File: src/rtl/uart_hamming_transmitter_if.sv
// Upstream nibble handshake plus serial line and status toward the receive-side tile.
interface uart_hamming_transmitter_if;
    logic [3:0] data_in;
    logic       data_valid;
    logic       data_ready;
    logic       tx;
    logic       busy;
    logic [1:0] state_out;
    logic       done_pulse;

    modport master (
        output data_in,
        output data_valid,
        input  data_ready,
        input  tx,
        input  busy,
        input  state_out,
        input  done_pulse
    );

    modport slave (
        input  data_in,
        input  data_valid,
        output data_ready,
        output tx,
        output busy,
        output state_out,
        output done_pulse
    );
endinterface

File: src/rtl/uart_hamming_transmitter.sv
// Hamming(7,4) UART transmitter: one nibble per 9*CLKS_PER_BIT-cycle frame, data_ready low while framing.
// Defining UART_TX_HOLD_BUF_EN adds a one-entry codeword buffer so frames can run back-to-back.
module uart_hamming_transmitter #(
    parameter int CLKS_PER_BIT = 8
) (
    input  logic                     clk,
    input  logic                     rst,
    input  logic                     ena,
    uart_hamming_transmitter_if.slave bus
);
    localparam int              CNT_W    = $clog2(CLKS_PER_BIT);
    localparam logic [CNT_W-1:0] CNT_LAST = CNT_W'(CLKS_PER_BIT - 1);

    typedef enum logic [1:0] {
        IDLE  = 2'b00,
        START = 2'b01,
        DATA  = 2'b10,
        STOP  = 2'b11
    } state_t;

    state_t           state;
    logic [CNT_W-1:0] cyc_cnt;
    logic [2:0]       bit_cnt;
    logic [6:0]       shreg;
    logic             tx_r;
    logic             busy_r;
    logic             ready_r;
    logic             done_r;
    logic             xfer;
    logic             cyc_last;
    logic [6:0]       code;

    function automatic logic [6:0] hamming_encode(input logic [3:0] d);
        logic p1, p2, p3;
        p1 = d[0] ^ d[1] ^ d[3];
        p2 = d[0] ^ d[2] ^ d[3];
        p3 = d[1] ^ d[2] ^ d[3];
        return {d[3], d[2], d[1], p3, d[0], p2, p1};
    endfunction

    assign xfer     = ena && bus.data_valid && ready_r;
    assign cyc_last = (cyc_cnt == CNT_LAST);
    assign code     = hamming_encode(bus.data_in);

`ifdef UART_TX_HOLD_BUF_EN
    logic [6:0] hold_buf;
    logic       buf_full;
    logic       stop_end;
    assign stop_end = (state == STOP) && cyc_last;
`endif

    always_ff @(posedge clk) begin
        if (rst) begin
            state   <= IDLE;
            cyc_cnt <= '0;
            bit_cnt <= '0;
            shreg   <= '0;
            tx_r    <= 1'b1;
            busy_r  <= 1'b0;
            ready_r <= 1'b0;
            done_r  <= 1'b0;
`ifdef UART_TX_HOLD_BUF_EN
            hold_buf <= '0;
            buf_full <= 1'b0;
`endif
        end else if (ena) begin
            done_r <= 1'b0;
`ifdef UART_TX_HOLD_BUF_EN
            ready_r <= !buf_full;
            // Mid-frame acceptance parks the codeword; at end of STOP it goes straight to the shifter instead.
            if (xfer && (state != IDLE) && !stop_end) begin
                hold_buf <= code;
                buf_full <= 1'b1;
                ready_r  <= 1'b0;
            end
`endif
            case (state)
                IDLE: begin
                    tx_r    <= 1'b1;
                    ready_r <= 1'b1;
                    if (xfer) begin
                        shreg   <= code;
                        cyc_cnt <= '0;
                        bit_cnt <= '0;
                        state   <= START;
                        busy_r  <= 1'b1;
                        tx_r    <= 1'b0;
`ifndef UART_TX_HOLD_BUF_EN
                        ready_r <= 1'b0;
`endif
                    end
                end
                START: begin
                    if (cyc_last) begin
                        cyc_cnt <= '0;
                        state   <= DATA;
                        tx_r    <= shreg[0];
                    end else begin
                        cyc_cnt <= cyc_cnt + CNT_W'(1);
                    end
                end
                DATA: begin
                    if (cyc_last) begin
                        cyc_cnt <= '0;
                        if (bit_cnt == 3'd6) begin
                            state <= STOP;
                            tx_r  <= 1'b1;
                        end else begin
                            shreg   <= shreg >> 1;
                            bit_cnt <= bit_cnt + 3'd1;
                            tx_r    <= shreg[1];
                        end
                    end else begin
                        cyc_cnt <= cyc_cnt + CNT_W'(1);
                    end
                end
                STOP: begin
                    if (cyc_last) begin
                        cyc_cnt <= '0;
                        done_r  <= 1'b1;
`ifdef UART_TX_HOLD_BUF_EN
                        if (buf_full) begin
                            shreg    <= hold_buf;
                            buf_full <= 1'b0;
                            ready_r  <= 1'b1;
                            bit_cnt  <= '0;
                            state    <= START;
                            tx_r     <= 1'b0;
                        end else if (xfer) begin
                            shreg   <= code;
                            bit_cnt <= '0;
                            state   <= START;
                            tx_r    <= 1'b0;
                        end else begin
                            state  <= IDLE;
                            busy_r <= 1'b0;
                            tx_r   <= 1'b1;
                        end
`else
                        state   <= IDLE;
                        busy_r  <= 1'b0;
                        tx_r    <= 1'b1;
                        ready_r <= 1'b1;
`endif
                    end else begin
                        cyc_cnt <= cyc_cnt + CNT_W'(1);
                    end
                end
                default: state <= IDLE;
            endcase
        end
    end

    assign bus.tx         = tx_r;
    assign bus.busy       = busy_r;
    assign bus.state_out  = state;
    assign bus.data_ready = ready_r;
    assign bus.done_pulse = done_r;
endmodule

File: src/flat_wrapper.sv
// flat-port wrapper written by rule: the top's interface ports become plain ports
module uart_hamming_transmitter_flat 
#(
    parameter int CLKS_PER_BIT = 8
)
  (clk, rst, ena, bus_data_in, bus_data_valid, bus_data_ready, bus_tx, bus_busy, bus_state_out, bus_done_pulse);
  uart_hamming_transmitter_if bus_i ();
  input  logic clk;
  input  logic rst;
  input  logic ena;
  input wire logic [$bits(bus_i.data_in)-1:0] bus_data_in;
  input wire logic [$bits(bus_i.data_valid)-1:0] bus_data_valid;
  output wire logic [$bits(bus_i.data_ready)-1:0] bus_data_ready;
  output wire logic [$bits(bus_i.tx)-1:0] bus_tx;
  output wire logic [$bits(bus_i.busy)-1:0] bus_busy;
  output wire logic [$bits(bus_i.state_out)-1:0] bus_state_out;
  output wire logic [$bits(bus_i.done_pulse)-1:0] bus_done_pulse;
  assign bus_i.data_in = bus_data_in;
  assign bus_i.data_valid = bus_data_valid;
  assign bus_data_ready = bus_i.data_ready;
  assign bus_tx = bus_i.tx;
  assign bus_busy = bus_i.busy;
  assign bus_state_out = bus_i.state_out;
  assign bus_done_pulse = bus_i.done_pulse;
  uart_hamming_transmitter #(.CLKS_PER_BIT(CLKS_PER_BIT)) u_core (.clk(clk), .rst(rst), .ena(ena), .bus(bus_i));
endmodule
File: config.mk
export PLATFORM = sky130hd
export DESIGN_NAME = uart_hamming_transmitter_flat
export DESIGN_NICKNAME = d
export VERILOG_FILES = /design/src/rtl/uart_hamming_transmitter_if.sv /design/src/rtl/uart_hamming_transmitter.sv /design/src/flat_wrapper.sv
export SDC_FILE = /design/constraint.sdc
export NUM_CORES = 1
export LEC_CHECK = 0
export CORE_ASPECT_RATIO = 1.25
export CORE_MARGIN = 2
export CORE_UTILIZATION = 35
export DETAILED_ROUTE_END_ITERATION = 12
export HOLD_SLACK_MARGIN = 0.15
export SETUP_SLACK_MARGIN = 0.2
export SLEW_MARGIN = 20
export SYNTH_ARGS = -nofsm -noshare
export SYNTH_HDL_FRONTEND = slang
export SYNTH_SLANG_ARGS = --single-unit
File: constraint.sdc
create_clock -name clk -period 1.75 [get_ports clk]
set_input_delay 0.35 -clock clk [delete_from_list [all_inputs] [get_ports clk]]
set_output_delay 0.35 -clock clk [all_outputs]
set_load 0.1 [all_outputs]
==> insert_results.sql, run 1 <==
INSERT INTO impl_metrics (metric_group, metric, value, unit) VALUES
('logic_synthesis', 'post_synth.cell_area_avg', '8.851', 'sq um'),
('logic_synthesis', 'yosysUniqueCellTypes', '34', ''),
('power', 'fin_total_pwr', '1.051', 'mW'),
('power', 'switching_part_of_the_total_power', '33.13', '%'),
('critical_path', 'worst_path_dominant_cell_family', 'simple AND/OR/NAND/NOR gates', ''),
('placed_design', 'dp.final_hpwl', '1803', 'um'),
('power', 'internal-power', '0.7027', 'mW'),
('logic_synthesis', 'yosysTopAreaCell', 'sky130_fd_sc_hd__dfxtp_1', ''),
('floorplan', 'fp.coreArea', '2945', 'sq um'),
('cts', 'tritoncts_num_sinks', '19', ''),
('sta', 'final.hold.worst_slack', '0.4598', 'ns'),
('power', 'seqPwrFrac', '45.3', '%'),
('sta', 'timing.final.setup_violations', '0', ''),
('route', 'detailed_routing_iteration_count_for_the_pre_antenna_repair_pass', '4', ''),
('run_status', 'run_status', 'completed', ''),
('grt', 'global_route_wire_length_before_repair', '4084', 'um'),
('logic_synthesis', 'synthMostInstantiatedCell', 'sky130_fd_sc_hd__dfxtp_1', ''),
('sta', 'slew_headroom', '74.15', '%'),
('power', 'share_comb_of_total_power', '33.0', '%'),
('logic_synthesis', 'yosysWarningCount', '0', ''),
('critical_path', 'cp.buffers_inverters', '1', ''),
('logic_synthesis', 'synth.cells.most_frequent', '19 x sky130_fd_sc_hd__dfxtp_1, 17 x sky130_fd_sc_hd__a21oi_1, 11 x sky130_fd_sc_hd__nand2_1', ''),
('sta', 'grt_setup_unrepaired', 'yes', ''),
('floorplan', 'io_pins', '14', ''),
('route', 'wire_per_inst', '14.26', 'um'),
('critical_path', 'worst_ep_required_time', '1.99', 'ns'),
('placed_design', 'gp_congestion', '0.7250', ''),
('logic_synthesis', 'synth_cells', '122', ''),
('cts', 'cts-root-to-sink-buffers', '2', ''),
('sta', 'final.min_clock_period', '1.585', 'ns'),
('grt', 'grt_max_degree', '15', ''),
('layout', 'post_layout_nonfiller_instances', '190', ''),
('critical_path', 'setup.worst_path.start_class', 'flip-flop', ''),
('route', 'wl', '2710', 'um'),
('sta', 'timing.final.crit_share', '90.59', '%'),
('critical_path', 'critical-path-slowest-cell', 'sky130_fd_sc_hd__or4_4', ''),
('grt', 'grt_usage', '15.75', '%'),
('critical_path', 'setup.worst_path.end_class', 'flip-flop', ''),
('critical_path', 'worstPathArrival', '1.83', 'ns'),
('route', 'mean_number_of_vias_per_cell', '5.342', ''),
('route', 'drtAntennaViolNets', '0', ''),
('critical_path', 'crit_path_max_incr_delay', '0.48', 'ns'),
('layout', 'diode_count', '0', ''),
('logic_synthesis', 'sequential_to_total_area_share_from_yosys_stat', '35.23', '%'),
('logic_synthesis', 'ys_top_cells_by_area', 'sky130_fd_sc_hd__dfxtp_1 35%, sky130_fd_sc_hd__ha_1 10%, sky130_fd_sc_hd__a21oi_1 7.9%, sky130_fd_sc_hd__nand2_1 3.8%, sky130_fd_sc_hd__mux2i_1 3.7%', ''),
('floorplan', 'core.rowCount', '22', ''),
('grt', 'grt_antenna_before_repair', '0', ''),
('critical_path', 'crit_path_cell_trace', 'inv_4 > ha_4 > a21bo_4 > nand2_4 > or4_4 > a21oi_2', ''),
('placed_design', 'port-buffer-count', '13', ''),
('critical_path', 'worst-setup-path-type', 'flip-flop to flip-flop', ''),
('power', 'total_switching_power', '0.3482', 'mW'),
('logic_synthesis', 'async_flop_share', '0', '%'),
('route', 'route.vias.total', '1015', ''),
('layout', 'final_nets', '172', ''),
('power', 'power.density', '648.1', 'nW/um^2'),
('logic_synthesis', 'ys_ff_latch', '19', ''),
('power', 'total_leakage_power', '0.6177', 'nW'),
('logic_synthesis', 'synth_fp_nets', '139', ''),
('floorplan', 'start_util', '36.66', '%'),
('sta', 'slew_viol_final', '0', ''),
('floorplan', 'die-width', '53.68', 'um'),
('power', 'irDropWorstVdd', '434.6', 'uV'),
('route', 'first_iter_violations', '34', ''),
('sta', 'max_clock_freq', '630.8', 'MHz'),
('logic_synthesis', 'mapped_area', '1080', 'sq um'),
('logic_synthesis', 'synth-main-ff-cell', 'sky130_fd_sc_hd__dfxtp_1', ''),
('grt', 'grt_pass1_vias', '907', ''),
('job', 'drv_cap', '0', ''),
('cts', 'clk_pin_slew_worst_paths', '0.11', 'ns'),
('route', 'remaining_routing_drc_violations', '0', ''),
('cts', 'cell_chosen_for_the_clock_root', 'sky130_fd_sc_hd__clkbuf_4', '');
per-stage QoR:
step                      setup slack (ns)  instance area (sq um)
after global placement            -0.03249                   1404
after global routing               0.09899                   1622
after detailed placement          -0.07636                   1404
after floorplan                   0.008731                   1132
after CTS                           0.1921                   1500
final                               0.1646                   1622
final timing paths:
kind / startpoint / endpoint / slack (ns) / depth (start not counted)
min: u_core.cyc_cnt[1]$_SDFFE_PP0P_ / u_core.cyc_cnt[1]$_SDFFE_PP0P_ / 0.46 / 2
max reg2reg: u_core.bus.state_out[1]$_SDFFE_PP0P_ / u_core.bit_cnt[1]$_SDFFE_PP0P_ / 0.16 / 6
max: u_core.bus.state_out[1]$_SDFFE_PP0P_ / u_core.bit_cnt[1]$_SDFFE_PP0P_ / 0.16 / 6
min reg2reg: u_core.cyc_cnt[1]$_SDFFE_PP0P_ / u_core.cyc_cnt[1]$_SDFFE_PP0P_ / 0.46 / 2
power groups by stage:
| stage | combinational (mW) | sequential [mW] | clock, mW |
|---|---|---|---|
| 2_1_floorplan | 0.134 | 0.539 | 0 |
| 3_3_place_gp | 0.292 | 0.485 | 0 |
| 3_5_place_dp | 0.292 | 0.485 | 0 |
| 4_1_cts | 0.310 | 0.475 | 0.241 |
| 5_1_grt | 0.369 | 0.478 | 0.256 |
| 6_report | 0.347 | 0.476 | 0.228 |
cell type report:
cell class                 instances  area, sq um
clock buffer                       4        26.28
fill                             260         1324
inverter                           5        23.77
multi-input combinational         94        794.5
sequential                        19        391.6
tap                               36        45.04
timing repair buffer              32        340.3
routing by layer:
metal  track usage (%)  vias to the layer above  wire length (um)
met5                 0                        -                 0
li1                  -                      522                 -
met1             20.97                      475              1210
met4             7.692                        0                49
met2             24.39                       14              1387
met3             2.036                        4                63
what timing repair did:
item / in CTS / in global routing
gates cloned: 0 / 1
setup buffers: 5 / 5
gates resized for setup: 6 / 21
pin swaps: 3 / 6
endpoints found under the setup margin: 13 / 13
layout by cell type, fill, tap and decap left out, types with 3 or more instances in the layout:
cell type / instances
sky130_fd_sc_hd__a211oi_1: 3
sky130_fd_sc_hd__a21oi_1: 13
sky130_fd_sc_hd__a21oi_2: 4
sky130_fd_sc_hd__buf_12: 6
sky130_fd_sc_hd__buf_4: 17
sky130_fd_sc_hd__clkbuf_4: 3
sky130_fd_sc_hd__clkdlybuf4s50_1: 7
sky130_fd_sc_hd__dfxtp_1: 14
sky130_fd_sc_hd__dfxtp_2: 3
sky130_fd_sc_hd__ha_1: 4
sky130_fd_sc_hd__ha_4: 3
sky130_fd_sc_hd__mux2i_1: 4
sky130_fd_sc_hd__nand2_1: 9
sky130_fd_sc_hd__nand2b_1: 3
sky130_fd_sc_hd__nand3_1: 4
sky130_fd_sc_hd__nor2_1: 5
sky130_fd_sc_hd__o21ai_0: 5
sky130_fd_sc_hd__xnor2_1: 3
cell families after synthesis:
family	Yosys count	synth area share [%]
simple gates	37	18.08
mux	4	3.708
xor+xnor	4	4.519
compound gates	39	23.64
buf+inv	10	4.403
flops	19	35.23
fa+ha+maj	9	10.43
sequential cells by signal, summed over array words and instances, names as in the netlist:
| signal | flops |
|---|---|
| u_core.shreg | 7 |
| u_core.bus.tx | 1 |
| u_core.bus.state_out | 2 |
| u_core.bus.data_ready | 1 |
| u_core.cyc_cnt | 3 |
| u_core.bus.done_pulse | 1 |
| u_core.bus.busy | 1 |
| u_core.bit_cnt | 3 |
worst reg2reg max path: stages (launching register included):
cell and delay [ns]:
sky130_fd_sc_hd__dfxtp_4 0.41, sky130_fd_sc_hd__inv_4 0.05, sky130_fd_sc_hd__ha_4 0.17, sky130_fd_sc_hd__a21bo_4 0.21, sky130_fd_sc_hd__nand2_4 0.07, sky130_fd_sc_hd__or4_4 0.48
sky130_fd_sc_hd__a21oi_2 0.13
(Power assumes the default switching activity.)
==> run 2, diff against run 1 <==
--- a/config.mk
+++ b/config.mk
@@ -7,9 +7,10 @@
 export LEC_CHECK = 0
 export CORE_ASPECT_RATIO = 1.25
 export CORE_MARGIN = 2
-export CORE_UTILIZATION = 35
+export CORE_UTILIZATION = 53
 export DETAILED_ROUTE_END_ITERATION = 12
 export HOLD_SLACK_MARGIN = 0.15
+export PLACE_DENSITY = 0.77
 export SETUP_SLACK_MARGIN = 0.2
 export SLEW_MARGIN = 20
 export SYNTH_ARGS = -nofsm -noshare
==> insert_results.sql, run 2 (synthesis gave the netlist of run 1 again) <==
INSERT INTO impl_metrics (metric_group, metric, value, unit) VALUES
('run_status', 'run_status', 'completed', ''),
('critical_path', 'worstPathArrival', '1.84', 'ns'),
('cts', 'post_cts_hold_buffer_count', '0', ''),
('layout', 'largest_reg_flops', '7', ''),
('floorplan', 'io_pins', '14', ''),
('grt', 'global_route_wire_length_before_repair', '3912', 'um'),
('sta', 'tightest_slew', '0.4390', 'ns'),
('grt', 'grt_antenna_before_repair', '0', ''),
('floorplan', 'core.rowCount', '18', ''),
('hold_path', 'holdCritStartpoint', 'u_core.cyc_cnt[1]$_SDFFE_PP0P_', ''),
('floorplan', 'fp.coreArea', '1959', 'sq um'),
('sta', 'timing.final.setup_violations', '0', ''),
('grt', 'overflow', '0', ''),
('critical_path', 'worstReg2RegEnd', 'u_core.bit_cnt[1]$_SDFFE_PP0P_', ''),
('cts', 'ctsHtreeMaxLevel', '1', ''),
('cts', 'insertion_delay', '0.30', 'ns'),
('route', 'route.vias.total', '1064', ''),
('critical_path', 'worst_r2r_path_depth', '6', ''),
('grt', 'grt_usage', '22.55', '%'),
('layout', 'drive_gt1_share', '42.48', '%'),
('route', 'detailed_routing_iteration_count_for_the_pre_antenna_repair_pass', '4', ''),
('floorplan', 'die_height', '54.47', 'um'),
('route', 'mean_number_of_vias_per_cell', '6.150', ''),
('layout', 'filler_cell_count', '110', ''),
('placed_design', 'port-buffer-count', '13', ''),
('layout', 'final_nets', '171', ''),
('power', 'total_leakage_power', '0.6225', 'nW'),
('job', 'drv_cap', '0', ''),
('cts', 'cts-root-to-sink-buffers', '2', ''),
('route', 'first_iter_violations', '29', ''),
('grt', 'grt_max_degree', '12', ''),
('power', 'switching_part_of_the_total_power', '33.56', '%'),
('sta', 'setup_clock_skew_after_layout', '0.001311', 'ns'),
('layout', 'final_cell_mix', '16 x sky130_fd_sc_hd__buf_4, 15 x sky130_fd_sc_hd__dfxtp_1, 13 x sky130_fd_sc_hd__a21oi_1', ''),
('route', 'drtAntennaViolNets', '0', ''),
('grt', 'grt_pass1_vias', '867', ''),
('critical_path', 'rrSetupSlack', '0.15', 'ns'),
('sta', 'final.hold.worst_slack', '0.4791', 'ns'),
('route', 'remaining_routing_drc_violations', '0', ''),
('hold_path', 'worst_hold_path_type', 'flip-flop to flip-flop', ''),
('floorplan', 'start_util', '55.11', '%'),
('critical_path', 'worst_ep_required_time', '1.98', 'ns'),
('floorplan', 'dieArea', '2417', 'sq um'),
('power', 'fin_total_pwr', '1.071', 'mW'),
('critical_path', 'setup.worst_path.end_class', 'flip-flop', ''),
('cts', 'cell_chosen_for_the_clock_root', 'sky130_fd_sc_hd__clkbuf_4', ''),
('hold_path', 'min_delay_path_depth', '2', ''),
('sta', 'slew_headroom', '70.64', '%'),
('sta', 'post-route-worst-setup-slack', '0.1466', 'ns'),
('power', 'seqPwrFrac', '44.5', '%'),
('sta', 'grt_setup_unrepaired', 'yes', ''),
('layout', 'biggestRegsByFlops', 'u_core.shreg x7, u_core.bit_cnt x3, u_core.cyc_cnt x3', ''),
('placed_design', 'dp.final_hpwl', '1723', 'um'),
('placed_design', 'gp_congestion', '0.7599', ''),
('cts', 'clk_pin_slew_worst_paths', '0.11', 'ns'),
('critical_path', 'path_max_fanout', '8', ''),
('power', 'share_comb_of_total_power', '34.2', '%'),
('layout', 'layout.cells.most_common', 'sky130_fd_sc_hd__buf_4', ''),
('critical_path', 'setup.worst_path.start_class', 'flip-flop', ''),
('layout', 'diode_count', '0', ''),
('critical_path', 'r2r_start', 'u_core.bus.state_out[1]$_SDFFE_PP0P_', ''),
('sta', 'max_clock_freq', '623.7', 'MHz'),
('power', 'total_switching_power', '0.3595', 'mW'),
('sta', 'slew_viol_final', '0', ''),
('layout', 'registers.top_by_ff_count', 'u_core.shreg', ''),
('sta', 'finalHoldViolCount', '0', ''),
('sta', 'timing.final.crit_share', '91.62', '%'),
('power', 'irDropWorstVdd', '522.5', 'uV'),
('cts', 'tritoncts_num_sinks', '19', ''),
('power', 'clockPowerShare', '21.3', '%'),
('route', 'wire_per_inst', '16.98', 'um'),
('placed_design', 'post-place-ws', '-0.05407', 'ns'),
('critical_path', 'worst-setup-path-type', 'flip-flop to flip-flop', ''),
('power', 'internal-power', '0.7116', 'mW'),
('layout', 'synthToLayoutAreaGrowth', '50.64', '%'),
('sta', 'final.min_clock_period', '1.603', 'ns'),
('cts', 'tritoncts.num_buffers', '3', ''),
('power', 'power.density', '658.5', 'nW/um^2'),
('floorplan', 'die-width', '44.37', 'um'),
('cts', 'cts_tree', 'built', ''),
('route', 'wl', '2937', 'um'),
('hold_path', 'hold_end', 'u_core.cyc_cnt[1]$_SDFFE_PP0P_', '');
-- run 2: how the worst max path moves through the flow --
stage	startpoint	cells after the start	to
after global placement	bus_data_valid	5	u_core.bus.state_out[0]$_SDFFE_PP0P_
after global routing	u_core.bus.state_out[1]$_SDFFE_PP0P_	6	u_core.bit_cnt[1]$_SDFFE_PP0P_
final	u_core.bus.state_out[1]$_SDFFE_PP0P_	6	u_core.bit_cnt[1]$_SDFFE_PP0P_
after floorplan	u_core.bus.state_out[0]$_SDFFE_PP0P_	7	u_core.cyc_cnt[0]$_SDFFE_PP0P_
after CTS	u_core.bus.state_out[1]$_SDFFE_PP0P_	6	u_core.bit_cnt[1]$_SDFFE_PP0P_
after detailed placement	bus_data_valid	5	u_core.bus.state_out[0]$_SDFFE_PP0P_
-- run 2: repair_timing --
item	CTS	global route
pin swaps	1	10
setup endpoints to repair	13	14
setup buffers	5	4
gates resized for setup	4	29
gates cloned	0	1
-- run 2: layout make-up --
type	instances	area (sq um)	area share (%)
well taps	20	25.02	1.538
clock buffers	4	26.28	1.615
repair buffers	32	337.8	20.77
inverters	5	26.28	1.615
multi-input cells	93	820.8	50.46
flip-flops and latches	19	390.4	24.00
-- run 2: routing by layer --
layer	global-route usage, %	routed length [um]	up-vias
met5	0	0	-
met4	11.62	101	0
met3	3.300	117	14
met2	38.24	1489	31
met1	27.64	1229	509
li1	-	-	510
-- run 2: through the flow --
stage	instances	util [%]	instance area (sq um)	TNS (ns)
global route	173	83.01	1627	0
finish	173	83.01	1627	0
CTS	168	74.58	1461	0
floorplan	122	-	1132	0
detailed placement	159	70.63	1384	-0.09819
global placement	159	70.63	1384	-0.02561
-- run 2: power groups by stage --
| stage | clock, mW | combinational [mW] | sequential (mW) |
|---|---|---|---|
| after floorplan | 0 | 0.134 | 0.539 |
| after global placement | 0 | 0.290 | 0.484 |
| after detailed placement | 0 | 0.294 | 0.485 |
| after CTS | 0.231 | 0.307 | 0.473 |
| after global routing | 0.251 | 0.388 | 0.478 |
| final | 0.228 | 0.366 | 0.477 |
-- run 2: critical path: stages (launching register included) --
cell                      delay, ns
sky130_fd_sc_hd__dfxtp_4       0.41
sky130_fd_sc_hd__inv_6         0.05
sky130_fd_sc_hd__ha_4          0.17
sky130_fd_sc_hd__a21bo_4       0.19
sky130_fd_sc_hd__nand2_4       0.08
sky130_fd_sc_hd__or4_1         0.47
sky130_fd_sc_hd__a21oi_1       0.16
